**src/rtl/mdrv_merge_reg_if.sv**
```systemverilog
// mdrv_merge_reg_if: write-channel and status bundle for the merged register
//   master drives: wr_vld[NCH], wr_mask/wr_data[NCH*WIDTH] (slice c = [c*WIDTH +: WIDTH]), clr_stat
//   slave drives:  aa[WIDTH], upd, conflict_bits[WIDTH], conflict_cnt[CNT_W], owner[WIDTH*$clog2(NCH)]
interface mdrv_merge_reg_if #(
  parameter int WIDTH = 8,
  parameter int NCH   = 2,
  parameter int CNT_W = 8
);
  localparam int OW = $clog2(NCH);
  logic [NCH-1:0]       wr_vld;
  logic [NCH*WIDTH-1:0] wr_mask;
  logic [NCH*WIDTH-1:0] wr_data;
  logic                 clr_stat;
  logic [WIDTH-1:0]     aa;
  logic                 upd;
  logic [WIDTH-1:0]     conflict_bits;
  logic [CNT_W-1:0]     conflict_cnt;
  logic [WIDTH*OW-1:0]  owner;
  modport master (
    output wr_vld, wr_mask, wr_data, clr_stat,
    input  aa, upd, conflict_bits, conflict_cnt, owner
  );
  modport slave (
    input  wr_vld, wr_mask, wr_data, clr_stat,
    output aa, upd, conflict_bits, conflict_cnt, owner
  );
endinterface

```
**src/rtl/mdrv_merge_reg.sv**
```systemverilog
// mdrv_merge_reg: NCH-channel bit-masked register merge with conflict tracking
//   clk, rst (async active-high); bus = mdrv_merge_reg_if.slave
//   Define MDRV_MERGE_RR_EN for round-robin priority; otherwise lowest channel wins.
module mdrv_merge_reg #(
  parameter int               WIDTH   = 8,
  parameter int               NCH     = 2,
  parameter int               CNT_W   = 8,
  parameter logic [WIDTH-1:0] RST_VAL = '0
) (
  input logic              clk,
  input logic              rst,
  mdrv_merge_reg_if.slave  bus
);
  localparam int OW = $clog2(NCH);
  logic [WIDTH-1:0]    aa_q, req, con;
  logic                upd_q;
  logic [WIDTH-1:0]    cbits;
  logic [CNT_W-1:0]    cnt;
  logic [WIDTH*OW-1:0] own_q;
  logic [NCH-1:0]      rq [WIDTH];
  logic [OW-1:0]       win [WIDTH];
  // clears the lowest set bit; anything left means two or more requesters
  function automatic logic multi(input logic [NCH-1:0] r);
    multi = |(r & (r - NCH'(1)));
  endfunction
`ifdef MDRV_MERGE_RR_EN
  logic [OW-1:0] rr_ptr;
  // scan in reverse priority order so the last hit is the highest-priority requester
  function automatic logic [OW-1:0] pick(input logic [NCH-1:0] r, input logic [OW-1:0] p);
    pick = '0;
    for (int k = NCH - 1; k >= 0; k--)
      if (r[(int'(p) + k) % NCH]) pick = OW'((int'(p) + k) % NCH);
  endfunction
`else
  function automatic logic [OW-1:0] pick(input logic [NCH-1:0] r);
    pick = '0;
    for (int c = NCH - 1; c >= 0; c--)
      if (r[c]) pick = OW'(c);
  endfunction
`endif
  always_comb begin
    for (int b = 0; b < WIDTH; b++) begin
      for (int c = 0; c < NCH; c++) rq[b][c] = bus.wr_vld[c] & bus.wr_mask[c*WIDTH+b];
      req[b] = |rq[b];
      con[b] = multi(rq[b]);
`ifdef MDRV_MERGE_RR_EN
      win[b] = pick(rq[b], rr_ptr);
`else
      win[b] = pick(rq[b]);
`endif
    end
  end
  always_ff @(posedge clk or posedge rst) begin
    if (rst) begin
      aa_q  <= RST_VAL;
      own_q <= '0;
      upd_q <= 1'b0;
    end else begin
      for (int b = 0; b < WIDTH; b++)
        if (req[b]) begin
          aa_q[b]            <= bus.wr_data[int'(win[b])*WIDTH+b];
          own_q[b*OW +: OW]  <= win[b];
        end
      upd_q <= |req;
    end
  end
  // a clear coinciding with a conflict restarts the statistics from that conflict
  always_ff @(posedge clk or posedge rst) begin
    if (rst) begin
      cbits <= '0;
      cnt   <= '0;
    end else if (bus.clr_stat) begin
      cbits <= con;
      cnt   <= |con ? CNT_W'(1) : '0;
    end else begin
      cbits <= cbits | con;
      if (|con && cnt != '1) cnt <= cnt + CNT_W'(1);
    end
  end
`ifdef MDRV_MERGE_RR_EN
  always_ff @(posedge clk or posedge rst) begin
    if (rst) rr_ptr <= '0;
    else if (|con) rr_ptr <= (rr_ptr == OW'(NCH - 1)) ? '0 : rr_ptr + OW'(1);
  end
`endif
  assign bus.aa            = aa_q;
  assign bus.upd           = upd_q;
  assign bus.conflict_bits = cbits;
  assign bus.conflict_cnt  = cnt;
  assign bus.owner         = own_q;
endmodule

```
**src/flat_wrapper.sv**
```systemverilog
// flat-port wrapper written by rule: the top's interface ports become plain ports
module mdrv_merge_reg_flat 
#(
  parameter int               WIDTH   = 8,
  parameter int               NCH     = 2,
  parameter int               CNT_W   = 8,
  parameter logic [WIDTH-1:0] RST_VAL = '0
)
  (clk, rst, bus_wr_vld, bus_wr_mask, bus_wr_data, bus_clr_stat, bus_aa, bus_upd, bus_conflict_bits, bus_conflict_cnt, bus_owner);
  mdrv_merge_reg_if #(.WIDTH(WIDTH), .NCH(NCH), .CNT_W(CNT_W)) bus_i ();
  input logic clk;
  input logic rst;
  input wire logic [$bits(bus_i.wr_vld)-1:0] bus_wr_vld;
  input wire logic [$bits(bus_i.wr_mask)-1:0] bus_wr_mask;
  input wire logic [$bits(bus_i.wr_data)-1:0] bus_wr_data;
  input wire logic [$bits(bus_i.clr_stat)-1:0] bus_clr_stat;
  output wire logic [$bits(bus_i.aa)-1:0] bus_aa;
  output wire logic [$bits(bus_i.upd)-1:0] bus_upd;
  output wire logic [$bits(bus_i.conflict_bits)-1:0] bus_conflict_bits;
  output wire logic [$bits(bus_i.conflict_cnt)-1:0] bus_conflict_cnt;
  output wire logic [$bits(bus_i.owner)-1:0] bus_owner;
  assign bus_i.wr_vld = bus_wr_vld;
  assign bus_i.wr_mask = bus_wr_mask;
  assign bus_i.wr_data = bus_wr_data;
  assign bus_i.clr_stat = bus_clr_stat;
  assign bus_aa = bus_i.aa;
  assign bus_upd = bus_i.upd;
  assign bus_conflict_bits = bus_i.conflict_bits;
  assign bus_conflict_cnt = bus_i.conflict_cnt;
  assign bus_owner = bus_i.owner;
  mdrv_merge_reg #(.WIDTH(WIDTH), .NCH(NCH), .CNT_W(CNT_W), .RST_VAL(RST_VAL)) u_core (.clk(clk), .rst(rst), .bus(bus_i));
endmodule
```
**config.mk**
```make
export PLATFORM = sky130hd
export DESIGN_NAME = mdrv_merge_reg_flat
export DESIGN_NICKNAME = d
export VERILOG_FILES = /design/src/rtl/mdrv_merge_reg_if.sv /design/src/rtl/mdrv_merge_reg.sv /design/src/flat_wrapper.sv
export SDC_FILE = /design/constraint.sdc
export NUM_CORES = 1
export LEC_CHECK = 0
export ABC_AREA = 1
export BUFFER_PORTS_ARGS = -buffer_cell sky130_fd_sc_hd__buf_4
export CORE_ASPECT_RATIO = 2
export CORE_MARGIN = 2
export CORE_UTILIZATION = 48
export CTS_CLUSTER_SIZE = 16
export DETAILED_ROUTE_END_ITERATION = 16
export PLACE_DENSITY = 0.82
export SYNTH_ARGS = -nofsm -noshare
export SYNTH_HDL_FRONTEND = slang
export SYNTH_SLANG_ARGS = --single-unit
```
**constraint.sdc**
```tcl
create_clock -name clk -period 1.6 [get_ports clk]
set_input_delay 0.32 -clock clk [delete_from_list [all_inputs] [get_ports clk]]
set_output_delay 0.32 -clock clk [all_outputs]
set_load 0.03 [all_outputs]
```
==> results.ini <==
[clock_tree]
postCtsSetupBuffers = 0
cts_buffers = 5
clockRootBuffer = clkbuf_8
clkTransAtPathRegs_ns = 0.06
cts.htree.levels = 2
cts_resized = 0
clock-sinks = 33
worstSkewPairLatency_ns = 0.29
cts_tree = built
cts_buffer_depth = 2

[route]
wirelength_um = 4390
dr.pass1.iters = 4
vias_per_cell = 4.96
ant_nets = 0
first_iter_violations = 35
routedWlPerCell_um = 12.8
drc = 0
vias = 1707

[timing]
worst_pin_slew_ns = 0.346
finalMaxSlewViolations = 0
finalSetupViolCount = 0
finalSetupTns_ns = 0
rsz0062_at_grt = false
period_share = 0.872
hold_viol = 0
fmax_mhz = 717
hold_ws_ns = 0.276
maxSlewHeadroom = 0.769
finalClockSkew_ns = 0.00395
fin_crit_ns = 1.39

[floorplan]
placementRows = 30
io_pins = 70
coreArea_um2 = 3420
chipWidth_um = 46.2
die_area_um2 = 4090
initial_core_util = 0.501
fp.dieH_um = 88.4

[worst_setup_path]
path_max_fanout = 9
arrival_ns = 1.57
path_class = register to register
endpoint_kind = register
start_kind = register
worstPathRequired_ns = 1.78

[synthesis]
syn_area_um2 = 1710
yosysSeqAreaShare = 0.483
ys_seq_elements = 33
syn_inst = 215
synth.top_cell.area_share = 0.483
yosys.area.top_type = dfrtp_1
syn_nets = 253
synth_cell_types = 24
syn_area_per_cell_um2 = 7.96
synth.area.top_cells = dfrtp_1 (48%), nand2_1 (16%), o21ai_0 (5.9%)
synth_warnings = 0

[layout]
ff_latch_area_um2 = 828
antenna_cells = 0
postLayoutCellArea_um2 = 2440
multi_input_area_um2 = 752
layout_common_cells = buf_4 (75), nand2_1 (73), dfrtp_1 (31), inv_1 (21), o21ai_0 (20)
nFillCells = 277
syn2layout_area_growth_pct = 42.4
finalNetCount = 333
drive_gt1_frac = 0.358
final_common_cell = buf_4

[global_routing]
grt_overflow = 0
track_usage = 0.243
grt_max_degree = 22
grt_pass1_vias = 1624
antenna_found_initial = 0
grt_pass1_wl_um = 7070

[power_and_ir_drop]
switching_share = 0.315
power_switching_uw = 709
internal_power_uw = 1550
combPwrFrac = 0.272
pwr_density_cell_nw_per_um2 = 925
leakage_uw = 0.00141
ir_drop_mv = 0.712
pwr-share-clk = 0.304
pwr-share-seq = 0.424
power_uw = 2250

[placed_design]
place_area_um2 = 2320
gp_congestion = 0.928
place.port_buffers = 69
hpwl_um = 3480

[outcome]
run_status = finished, final reports clean

[flow_run]
cap_viol_max_count = 0

[min_path]
min_path_type = input port to register

## synthesized netlist by cell type
master,count
buf_2,1
o21ai_0,20
nand4_1,5
nor2_4,1
nand2_8,2
xor2_1,3
or2_2,1
nor4_1,2
a21oi_1,4
nand3_1,19
nand2_4,3
nand2_1,73
nor3_1,1
nand2_2,5
a31oi_1,1
inv_2,6
nor2_2,1
ha_1,1
buf_6,2
dfrtp_1,33
clkbuf_1,1
nor2_1,8
inv_1,21
nor3_2,1
## layer usage
| layer | part of all wire | global-route usage |
|---|---|---|
| met4 | 0.031 | 0.132 |
| met1 | 0.34 | 0.247 |
| met2 | 0.59 | 0.442 |
| met3 | 0.032 | 0.0388 |
| met5 | 0 | 0 |
## power groups by stage
stage	Combinational, µW	Sequential, µW	Clock (µW)
after detailed placement	615	968	0
after floorplan	193	1120	0
final	614	956	685
after global placement	610	969	0
after CTS	619	955	695
after global routing	668	963	731
## registers in the layout (all words and copies together), names as in the netlist
| name | flops |
|---|---|
| u_core.bus.upd | 1 |
| u_core.bus.conflict_cnt | 8 |
| u_core.bus.aa | 8 |
| u_core.bus.owner | 8 |
| u_core.bus.conflict_bits | 8 |
## logic make-up after synthesis
group | after synthesis | share of synthesized area
xor gates and xnor gates | 3 | 0.0154
AOI/OAI and AO/OA | 25 | 0.0739
and+or+nand+nor | 122 | 0.343
adders and majority gates | 1 | 0.00731
buffers and inverters | 31 | 0.0775
DFF | 33 | 0.483
## stage by stage
step | setup slack, ns | util | instances
final | 0.205 | 0.713 | 344
after global routing | 0.0612 | 0.713 | 344
after CTS | 0.119 | 0.713 | 344
after detailed placement | 0.124 | 0.681 | 335
after global placement | 0.134 | 0.681 | 335
after floorplan | 0.0803 | - | 215
## layout make-up
type | count | area share
clock inverters | 1 | 0.00205
well taps | 48 | 0.0247
repair buffers | 77 | 0.243
clock buffers | 7 | 0.0395
multi-input cells | 151 | 0.309
flip-flops and latches | 33 | 0.340
inverters | 27 | 0.0416
## repair_timing
item / in CTS / in global routing
endpoints found under the hold margin: 5 / 0
setup endpoints to repair: 0 / 2
hold buffers: 1 / 0
## worst paths after layout
check,start,end,slack [ns],cells after the start
max,u_core.bus.conflict_cnt[1]$_DFFE_PP0P_,u_core.bus.conflict_cnt[7]$_DFFE_PP0P_,0.21,8
min,bus_wr_data[0],u_core.bus.aa[0]$_DFFE_PP0P_,0.28,3
max reg2reg,u_core.bus.conflict_cnt[1]$_DFFE_PP0P_,u_core.bus.conflict_cnt[7]$_DFFE_PP0P_,0.21,8
min reg2reg,u_core.bus.conflict_bits[1]$_DFF_PP0_,u_core.bus.conflict_bits[1]$_DFF_PP0_,0.50,2
max in group asynchronous,rst,u_core.bus.conflict_cnt[1]$_DFFE_PP0P_,0.60,4
min in group asynchronous,rst,u_core.bus.aa[1]$_DFFE_PP0P_,0.55,3
## critical path: stages (launching register included)
cell and delay [ns]:
dfrtp_2 0.36, ha_1 0.21, nand2_1 0.11, nor3_2 0.17, nand2_2 0.14, nand2_8 0.13
nand2_8 0.06, nand2_1 0.06, nand2_1 0.04
(Power assumes the default switching activity.)
